File: src/rtl/ctrl_pkg.sv
// Shared encodings for the RV32I control units: FSM states, opcodes,
// ALU operation classes and datapath mux selects.
package ctrl_pkg;

    typedef enum logic [3:0] {
        FETCH    = 4'd0,
        DECODE   = 4'd1,
        MEMADR   = 4'd2,
        MEMREAD  = 4'd3,
        MEMWB    = 4'd4,
        MEMWRITE = 4'd5,
        EXECR    = 4'd6,
        EXECI    = 4'd7,
        ALUWB    = 4'd8,
        JAL      = 4'd9,
        BEQ      = 4'd10,
        TRAP     = 4'd11
    } state_t;

    typedef enum logic [1:0] {
        ADD   = 2'd0,
        SUB   = 2'd1,
        FUNCT = 2'd2
    } aluop_t;

    localparam logic [6:0] OP_LW  = 7'b0000011;
    localparam logic [6:0] OP_SW  = 7'b0100011;
    localparam logic [6:0] OP_R   = 7'b0110011;
    localparam logic [6:0] OP_I   = 7'b0010011;
    localparam logic [6:0] OP_JAL = 7'b1101111;
    localparam logic [6:0] OP_BEQ = 7'b1100011;

    localparam logic [2:0] ALU_ADD = 3'b000;
    localparam logic [2:0] ALU_SUB = 3'b001;
    localparam logic [2:0] ALU_AND = 3'b010;
    localparam logic [2:0] ALU_OR  = 3'b011;
    localparam logic [2:0] ALU_SLT = 3'b101;

    localparam logic [1:0] RES_ALUOUT    = 2'b00;
    localparam logic [1:0] RES_DATA      = 2'b01;
    localparam logic [1:0] RES_ALURESULT = 2'b10;

    localparam logic [1:0] SRCA_PC    = 2'b00;
    localparam logic [1:0] SRCA_OLDPC = 2'b01;
    localparam logic [1:0] SRCA_RD1   = 2'b10;

    localparam logic [1:0] SRCB_RD2  = 2'b00;
    localparam logic [1:0] SRCB_IMM  = 2'b01;
    localparam logic [1:0] SRCB_FOUR = 2'b10;

    localparam logic [1:0] IMM_I = 2'b00;
    localparam logic [1:0] IMM_S = 2'b01;
    localparam logic [1:0] IMM_B = 2'b10;
    localparam logic [1:0] IMM_J = 2'b11;

    // Immediate format depends only on the opcode, never on the FSM state.
    function automatic logic [1:0] imm_src(input logic [6:0] op);
        case (op)
            OP_SW:   imm_src = IMM_S;
            OP_BEQ:  imm_src = IMM_B;
            OP_JAL:  imm_src = IMM_J;
            default: imm_src = IMM_I;
        endcase
    endfunction

endpackage

File: src/rtl/alu_dec.sv
// ALU operation decoder shared by the single-cycle and multicycle control units.
module alu_dec
    import ctrl_pkg::*;
(
    input  aluop_t     aluop,
    input  logic [2:0] funct3,
    input  logic       funct7,
    input  logic       op5,
    output logic [2:0] alucontrol
);

    always_comb begin
        alucontrol = ALU_ADD;
        case (aluop)
            ADD: alucontrol = ALU_ADD;
            SUB: alucontrol = ALU_SUB;
            FUNCT: begin
                case (funct3)
                    // op5 separates R-type from immediates, so ADDI never subtracts.
                    3'b000:  alucontrol = (op5 & funct7) ? ALU_SUB : ALU_ADD;
                    3'b010:  alucontrol = ALU_SLT;
                    3'b110:  alucontrol = ALU_OR;
                    3'b111:  alucontrol = ALU_AND;
                    default: alucontrol = ALU_ADD;
                endcase
            end
            default: alucontrol = ALU_ADD;
        endcase
    end

endmodule

File: src/rtl/multicycle_ctrl.sv
// Multicycle RV32I control FSM sequencing a shared ALU/memory datapath with a
// single memory port; memory states stall on mem_ready, unknown opcodes trap.
module multicycle_ctrl
    import ctrl_pkg::*;
(
    input  logic       clk,
    input  logic       rst_n,
    input  logic [6:0] op,
    input  logic [2:0] funct3,
    input  logic       funct7,
    input  logic       Zero,
    input  logic       mem_ready,
    output logic       PCWrite,
    output logic       AdrSrc,
    output logic       MemWrite,
    output logic       IRWrite,
    output logic       RegWrite,
    output logic [1:0] ResultSrc,
    output logic [1:0] ALUSrcA,
    output logic [1:0] ALUSrcB,
    output logic [1:0] ImmSrc,
    output logic [2:0] ALUControl,
    output logic       illegal
);

    state_t state_reg;
    state_t state_next;
    aluop_t aluop;

    always_ff @(posedge clk or negedge rst_n) begin
        if (!rst_n) begin
            state_reg <= FETCH;
        end else begin
            state_reg <= state_next;
        end
    end

    always_comb begin
        state_next = state_reg;
        PCWrite    = 1'b0;
        AdrSrc     = 1'b0;
        MemWrite   = 1'b0;
        IRWrite    = 1'b0;
        RegWrite   = 1'b0;
        ResultSrc  = RES_ALUOUT;
        ALUSrcA    = SRCA_PC;
        ALUSrcB    = SRCB_RD2;
        aluop      = ADD;
        illegal    = 1'b0;

        case (state_reg)
            FETCH: begin
                ALUSrcA   = SRCA_PC;
                ALUSrcB   = SRCB_FOUR;
                ResultSrc = RES_ALURESULT;
                // Enables are masked by rst_n so nothing latches while reset is held.
                if (mem_ready) begin
                    IRWrite    = rst_n;
                    PCWrite    = rst_n;
                    state_next = DECODE;
                end
            end
            DECODE: begin
                ALUSrcA = SRCA_OLDPC;
                ALUSrcB = SRCB_IMM;
                case (op)
                    OP_LW, OP_SW: state_next = MEMADR;
                    OP_R:         state_next = EXECR;
                    OP_I:         state_next = EXECI;
                    OP_JAL:       state_next = JAL;
                    OP_BEQ:       state_next = BEQ;
                    default:      state_next = TRAP;
                endcase
            end
            MEMADR: begin
                ALUSrcA    = SRCA_RD1;
                ALUSrcB    = SRCB_IMM;
                state_next = (op == OP_LW) ? MEMREAD : MEMWRITE;
            end
            MEMREAD: begin
                AdrSrc = 1'b1;
                if (mem_ready) begin
                    state_next = MEMWB;
                end
            end
            MEMWB: begin
                ResultSrc  = RES_DATA;
                RegWrite   = 1'b1;
                state_next = FETCH;
            end
            MEMWRITE: begin
                AdrSrc   = 1'b1;
                MemWrite = 1'b1;
                if (mem_ready) begin
                    state_next = FETCH;
                end
            end
            EXECR: begin
                ALUSrcA    = SRCA_RD1;
                ALUSrcB    = SRCB_RD2;
                aluop      = FUNCT;
                state_next = ALUWB;
            end
            EXECI: begin
                ALUSrcA    = SRCA_RD1;
                ALUSrcB    = SRCB_IMM;
                aluop      = FUNCT;
                state_next = ALUWB;
            end
            ALUWB: begin
                RegWrite   = 1'b1;
                state_next = FETCH;
            end
            JAL: begin
                // Link value OldPC+4 is computed now; PC loads the target left in ALUOut.
                ALUSrcA    = SRCA_OLDPC;
                ALUSrcB    = SRCB_FOUR;
                PCWrite    = 1'b1;
                RegWrite   = 1'b1;
                state_next = FETCH;
            end
            BEQ: begin
                ALUSrcA    = SRCA_RD1;
                ALUSrcB    = SRCB_RD2;
                aluop      = SUB;
                PCWrite    = Zero;
                state_next = FETCH;
            end
            TRAP: begin
                illegal = 1'b1;
            end
            default: begin
                state_next = FETCH;
            end
        endcase
    end

    assign ImmSrc = imm_src(op);

    alu_dec u_alu_dec (
        .aluop      (aluop),
        .funct3     (funct3),
        .funct7     (funct7),
        .op5        (op[5]),
        .alucontrol (ALUControl)
    );

endmodule

File: config.mk
export PLATFORM = sky130hd
export DESIGN_NAME = multicycle_ctrl
export DESIGN_NICKNAME = d
export VERILOG_FILES = /design/src/rtl/ctrl_pkg.sv /design/src/rtl/alu_dec.sv /design/src/rtl/multicycle_ctrl.sv
export SDC_FILE = /design/constraint.sdc
export NUM_CORES = 1
export LEC_CHECK = 0
export CORE_MARGIN = 1.5
export CORE_UTILIZATION = 44
export CTS_BUF_LIST = sky130_fd_sc_hd__clkbuf_2 sky130_fd_sc_hd__clkbuf_4 sky130_fd_sc_hd__clkbuf_8
export DETAILED_ROUTE_END_ITERATION = 8
export PLACE_DENSITY = 0.91
export REMOVE_ABC_BUFFERS = 1
export SLEW_MARGIN = 20
export SYNTH_ARGS = -nofsm -noshare
export SYNTH_HDL_FRONTEND = slang
export SYNTH_SLANG_ARGS = --single-unit
File: constraint.sdc
create_clock -name clk -period 3 [get_ports clk]
set_input_delay 0.6 -clock clk [delete_from_list [all_inputs] [get_ports clk]]
set_output_delay 0.6 -clock clk [all_outputs]
set_load 0.005 [all_outputs]
==> After elaboration in Yosys (flattened, before gate mapping) <==
Cells that the tools add are included.
{ "classes": {"eq_ne": 25, "mux": 21, "n_bitwise": 2, "reduce_logical": 11} }
{ "op_table": {"columns": ["cell", "n"], "rows": [
  ["$pmux W4 S7", 1],
  ["$pmux W4 S5", 1],
  ["$eq A4 B3 Y1 const B", 4],
  ["$eq A4 B4 Y1 const B", 4],
  ["$pmux W2 S2", 4],
  ["$eq A7 B6 Y1 const B", 2],
  ["$eq A7 B7 Y1 const B", 2],
  ["$mux W4", 3],
  ["$pmux W3 S4", 1],
  ["$reduce_or A2 Y1", 5],
  ["$eq A4 B2 Y1 const B", 2],
  ["$eq A7 B2 Y1 const B", 1],
  ["$eq A7 B5 Y1 const B", 1],
  ["$mux W1", 7],
  ["$eq A3 B3 Y1 const B", 2],
  ["$ne A2 B2 Y1 const B", 3],
  ["$pmux W2 S3", 1],
  ["$pmux W3 S2", 1],
  ["$reduce_or A3 Y1", 2],
  ["$eq A4 B1 Y1 const B", 1],
  ["$logic_not A4 Y1", 1],
  ["$reduce_and A4 Y1", 1],
  ["$reduce_or A4 Y1", 1],
  ["$eq A3 B2 Y1 const B", 1],
  ["7 further kinds", 7]
]} }
{ "word_totals": {"reg_bits": 4, "in_bits": 15, "out_inout_bits": 17} }

==> Logic depth before layout (Yosys ltp) <==
{ "depth": {"depth_word": 5, "ltp_mapped": 7} }

==> By module <==
A second synthesis with hierarchy kept.
{ "unflattened": {"cells_unflattened": 90, "area_unflattened_um2": 675.6} }
{ "by_module_without_submodules": {"columns": ["module", "instances", "cells_per_inst", "area_each_um2", "seq_area_each_um2"], "rows": [
  ["multicycle_ctrl", 1, 79, 579.3, 100.1],
  ["alu_dec", 1, 11, 96.3, 0.0]
]} }

==> Worst setup path before layout <==
Ideal clock, no wire load.
{ "synth_path": {"path_kind": "flip-flop to output port", "from": "reg state_reg[3]", "to": "out ALUControl[2]", "arrival_ns": 1.405, "path_slack_ns": 0.995, "path_stages_with_launch": 5, "n_path_buf": 0, "cell_sequence": "dfrtp_1 > nand2b_1 > or2_1 > ha_1 > nor4_1"} }
{ "synth_via": {"elab_chain_cells": 5, "elab_cells_between_ends": 8, "cone_classes": "eq/ne: 5; mux: 2; reduce/logical: 1"} }
{ "synth_rtl": {"columns": ["element", "line", "rtl"], "rows": [
  ["from (decl)", "multicycle_ctrl.sv:26", "state_t state_reg;"],
  ["from (signal assigned)", "multicycle_ctrl.sv:34", "state_reg <= state_next;"],
  ["$eq A4 B3 Y1", "multicycle_ctrl.sv:51", "case (state_reg)"],
  ["$reduce_or A2 Y1 (no line)", null, null],
  ["$pmux W2 S2 (*)", "multicycle_ctrl.sv:51", null],
  ["$eq A2 B2 Y1 / $eq A2 B1 Y1 (equally long branches)", "alu_dec.sv:14", "case (aluop)"],
  ["$pmux W3 S2 (*)", "alu_dec.sv:14", null],
  ["to (decl)", "multicycle_ctrl.sv:22", "output logic [2:0] ALUControl,"]
]} }
Every way passes the cells marked *; elsewhere a longest branch is shown, timed or not.

==> Final worst setup path <==
Same ends and word-level chain as after synthesis.

==> parameters.txt <==
Parameter                              Value

Floorplan
  Initial core utilization ... 47.7%
  Top-level I/O count ... 32
  Num rows ... 13
  Die H ... 40.8 µm
  Placeable Area ... 1320 µm²
  Die Area ... 1660 µm²
  X dimension of the die ... 40.8 µm

Cells and area
  Most used cells in the layout excluding fill and tap cells ... clkdlybuf4s50_1, nor2_1, nor3_1, nand2_1, buf_4
  Fraction of layout cells with a size suffix above 1 ... 13.5%
  Count of inserted antenna diode cells ... 0
  Count of filler cells inserted in the layout ... 105
  Largest register FFs ... 4
  NumNets Final ... 145
  Area growth, synth to finish ... 59.4%
  Summed area of non-filler cells in the final layout ... 1000 µm²
  Most frequent standard cell in the layout excluding fill and tap cells ... clkdlybuf4s50_1

Placed design
  Standard cell area after detailed placement ... 972 µm²
  Estimated wirelength of the detail-placed design ... 1480 µm
  Input/output buffers ... 31
  Placer Congestion ... 0.817

Worst setup path
  Crit path capture type ... output pin
  Logic depth of the worst register-to-register path ... 4
  Slack of the worst reg-to-reg path ... 1.44 ns
  Data required time at the worst endpoint ... 2.40 ns
  Crit path max fanout ... 5
  Startpoint class of the critical path ... register
  Launching point of the worst reg2reg path ... state_reg[0]
  Data arrival at the endpoint of the critical path ... 2.21 ns
  Reg2Reg Capture Point ... state_reg[1]
  CP Class ... register to output pin

Logic synthesis
  Cells after Synth ... 90
  Number of library cell types mapped by synthesis ... 37
  Syn_area_per_cell ... 6.98 µm²
  Dominant combinational cell family by area after synthesis ... simple AND/OR/NAND/NOR gates
  Mux contribution to synthesized area ... 1.59%
  Warnings, synthesis ... 0
  Mapped Area ... 628 µm²
  Synthesized-area fraction occupied by xor and xnor cells ... 4.18%
  Area fraction in compound gates after synthesis ... 21.1%
  #FFs+latches synth ... 4
  Cell accounting for the most synthesized area ... dfrtp_1
  Simple-gate portion of the synthesized area ... 44.8%
  Fraction of synthesized cell area taken by the top area cell type ... 15.9%
  Synth area leaders ... dfrtp_1, nor2_1, nor3_1
  Synthesized-area fraction occupied by adder cells ... 3.98%
  Sequential cell area fraction in the yosys report ... 15.9%

Timing
  Achievable clock frequency ... 0.356 GHz
  Setup repair after global routing missed its margin ... no
  Number of setup violations in the final report ... 0
  Max Slew Vio Count ... 0
  Worst max-slew margin expressed relative to the limit ... 76.3%
  Final hold violation count ... 0
  Post-route clock skew ... 0.0000689 ns
  Period Utilization, post-route ... 93.5%
  Transition time at the pin with the least slew margin ... 0.352 ns
  Clock period minus final worst setup slack ... 2.81 ns
  Sum of negative setup slack ... 0 ns

CTS
  Buffers inserted by post-CTS timing repair ... 0
  Clock latency on the worst-skew pair ... 0.23 ns
  Root Driver ... clkbuf_4
  Buffer levels on the longest clock path ... 2
  TritonCTS clock tree ... built
  H-tree depth ... 1
  Total clock buffers created by CTS ... 3
  Clk slew on worst S/H paths ... 0.04 ns
  Number of sinks handled by clock tree synthesis ... 4

Routing
  Routed wire per std cell ... 13.4 µm
  Vias ... 818
  1st-pass router iterations ... 4
  DR iter-0 viols ... 36
  Count of unresolved DRC violations after routing ... 0
  Routed via count divided by cell count ... 5.80
  Remaining antenna violation count after routing ... 0
  DRT Wirelength ... 1890 µm

Power and ir drop
  Max VDD drop ... 0.525 mV
  Leak ... 0.395 nW
  Ratio of total power to cell area ... 714 nW/µm²
  Tot Pwr ... 0.000715 W

Global routing
  Met1 routing resource usage after global routing ... 27.4%
  Grt peak-use layer ... met2
  Via count of the first global-routing pass ... 728
  Met3 global-route usage ... 8.70%
  Global-route wire length before repair ... 2950 µm
  Aggregate global routing overflow ... 0
  Total routing resource utilization after global routing ... 27.7%
  Pin count of the biggest net entering global routing ... 18
  Number of antenna violations at the first check in global routing ... 0
  Met2 usage in global routing ... 47.3%

Run
  # Max-Cap Violations ... 0

Min path
  Worst hold path class ... primary input to async pin

Outcome
  Outcome ... finished, final reports clean
==> worst max-delay path by stage <==
stage / from / end / slack, ns / cells past startpoint
2_1_floorplan: state_reg[3] / ALUControl[2] / 0.86 / 4
3_3_place_gp: op[3] / ImmSrc[0] / 0.26 / 4
3_5_place_dp: op[2] / ImmSrc[0] / 0.21 / 4
4_1_cts: state_reg[3] / ALUControl[2] / 0.17 / 5
5_1_grt: state_reg[2] / ALUControl[2] / 0.04 / 5
6_report: state_reg[3] / ALUControl[2] / 0.19 / 5
==> metrics by stage <==
step	instances	setup WS, ns	hold WS (ns)	util, %
2_1_floorplan	85	0.860	0.304	-
4_1_cts	141	0.173	0.581	75.5
3_3_place_gp	138	0.261	0.630	73.8
5_1_grt	141	0.0404	0.595	76.0
3_5_place_dp	138	0.215	0.635	73.8
6_report	141	0.194	0.574	76.0
==> critical path: stages (launching register included) <==
cell	delay (ns)
dfrtp_1	0.38
nand2b_1	0.21
or2_1	0.25
ha_1	0.32
nor4_2	0.27
clkdlybuf4s50_1	0.55
==> cells by family after synthesis <==
| kind of cell | count (synthesis) |
|---|---|
| AOI/OAI and AO/OA | 19 |
| xor gates and xnor gates | 3 |
| adders and majority gates | 2 |
| buffers and inverters | 9 |
| DFF | 4 |
| muxes | 1 |
| and+or+nand+nor | 52 |
==> final cells by class <==
class / count / area [µm²] / area share (%)
inverters: 4 / 15.0 / 1.50
clock buffers: 3 / 22.5 / 2.25
well taps: 15 / 18.8 / 1.88
multi-input cells: 77 / 482 / 48.1
repair buffers: 38 / 363 / 36.3
flip-flops and latches: 4 / 100 / 10.0
==> report_power, final <==
part,internal (W),total (W),switching [W]
Clock,0.0000448,0.0000672,0.0000224
Combinational,0.000284,0.000556,0.000272
Sequential,0.0000771,0.0000912,0.0000141
Total,0.000406,0.000715,0.000308
==> cell usage after synthesis <==
library cell / instances
nand2b_1: 6
nand2_2: 1
or2_1: 2
nor3_1: 8
o41ai_1: 2
a211oi_1: 2
a31oi_1: 1
clkbuf_1: 2
nand2_4: 1
buf_6: 2
a311oi_1: 1
nand2_1: 8
dfrtp_1: 4
inv_1: 4
o211ai_1: 2
and3_1: 2
nor4_1: 3
buf_4: 1
nand3_1: 1
mux2i_1: 1
or3_2: 1
a22oi_1: 1
and2b_1: 1
o22ai_1: 1
o32a_1: 1
and3b_1: 1
a21oi_2: 1
ha_1: 2
nor2b_1: 2
or2b_2: 1
a21oi_1: 6
xnor2_1: 2
or4_4: 1
o21bai_1: 1
nor2_1: 12
or3_1: 1
xor2_1: 1
==> per-layer routing <==
metal	wire length (µm)	vias to the layer above
li1	-	396
met1	682	362
met2	995	54
met3	162	6
met4	51	0
met5	0	-
==> timing repair <==
| item | 4_1_cts | 5_1_grt |
|---|---|---|
| setup endpoints to repair | 0 | 1 |
| gates resized for setup | 0 | 1 |
| hold buffers | 0 | 0 |
(Power assumes the default switching activity.)
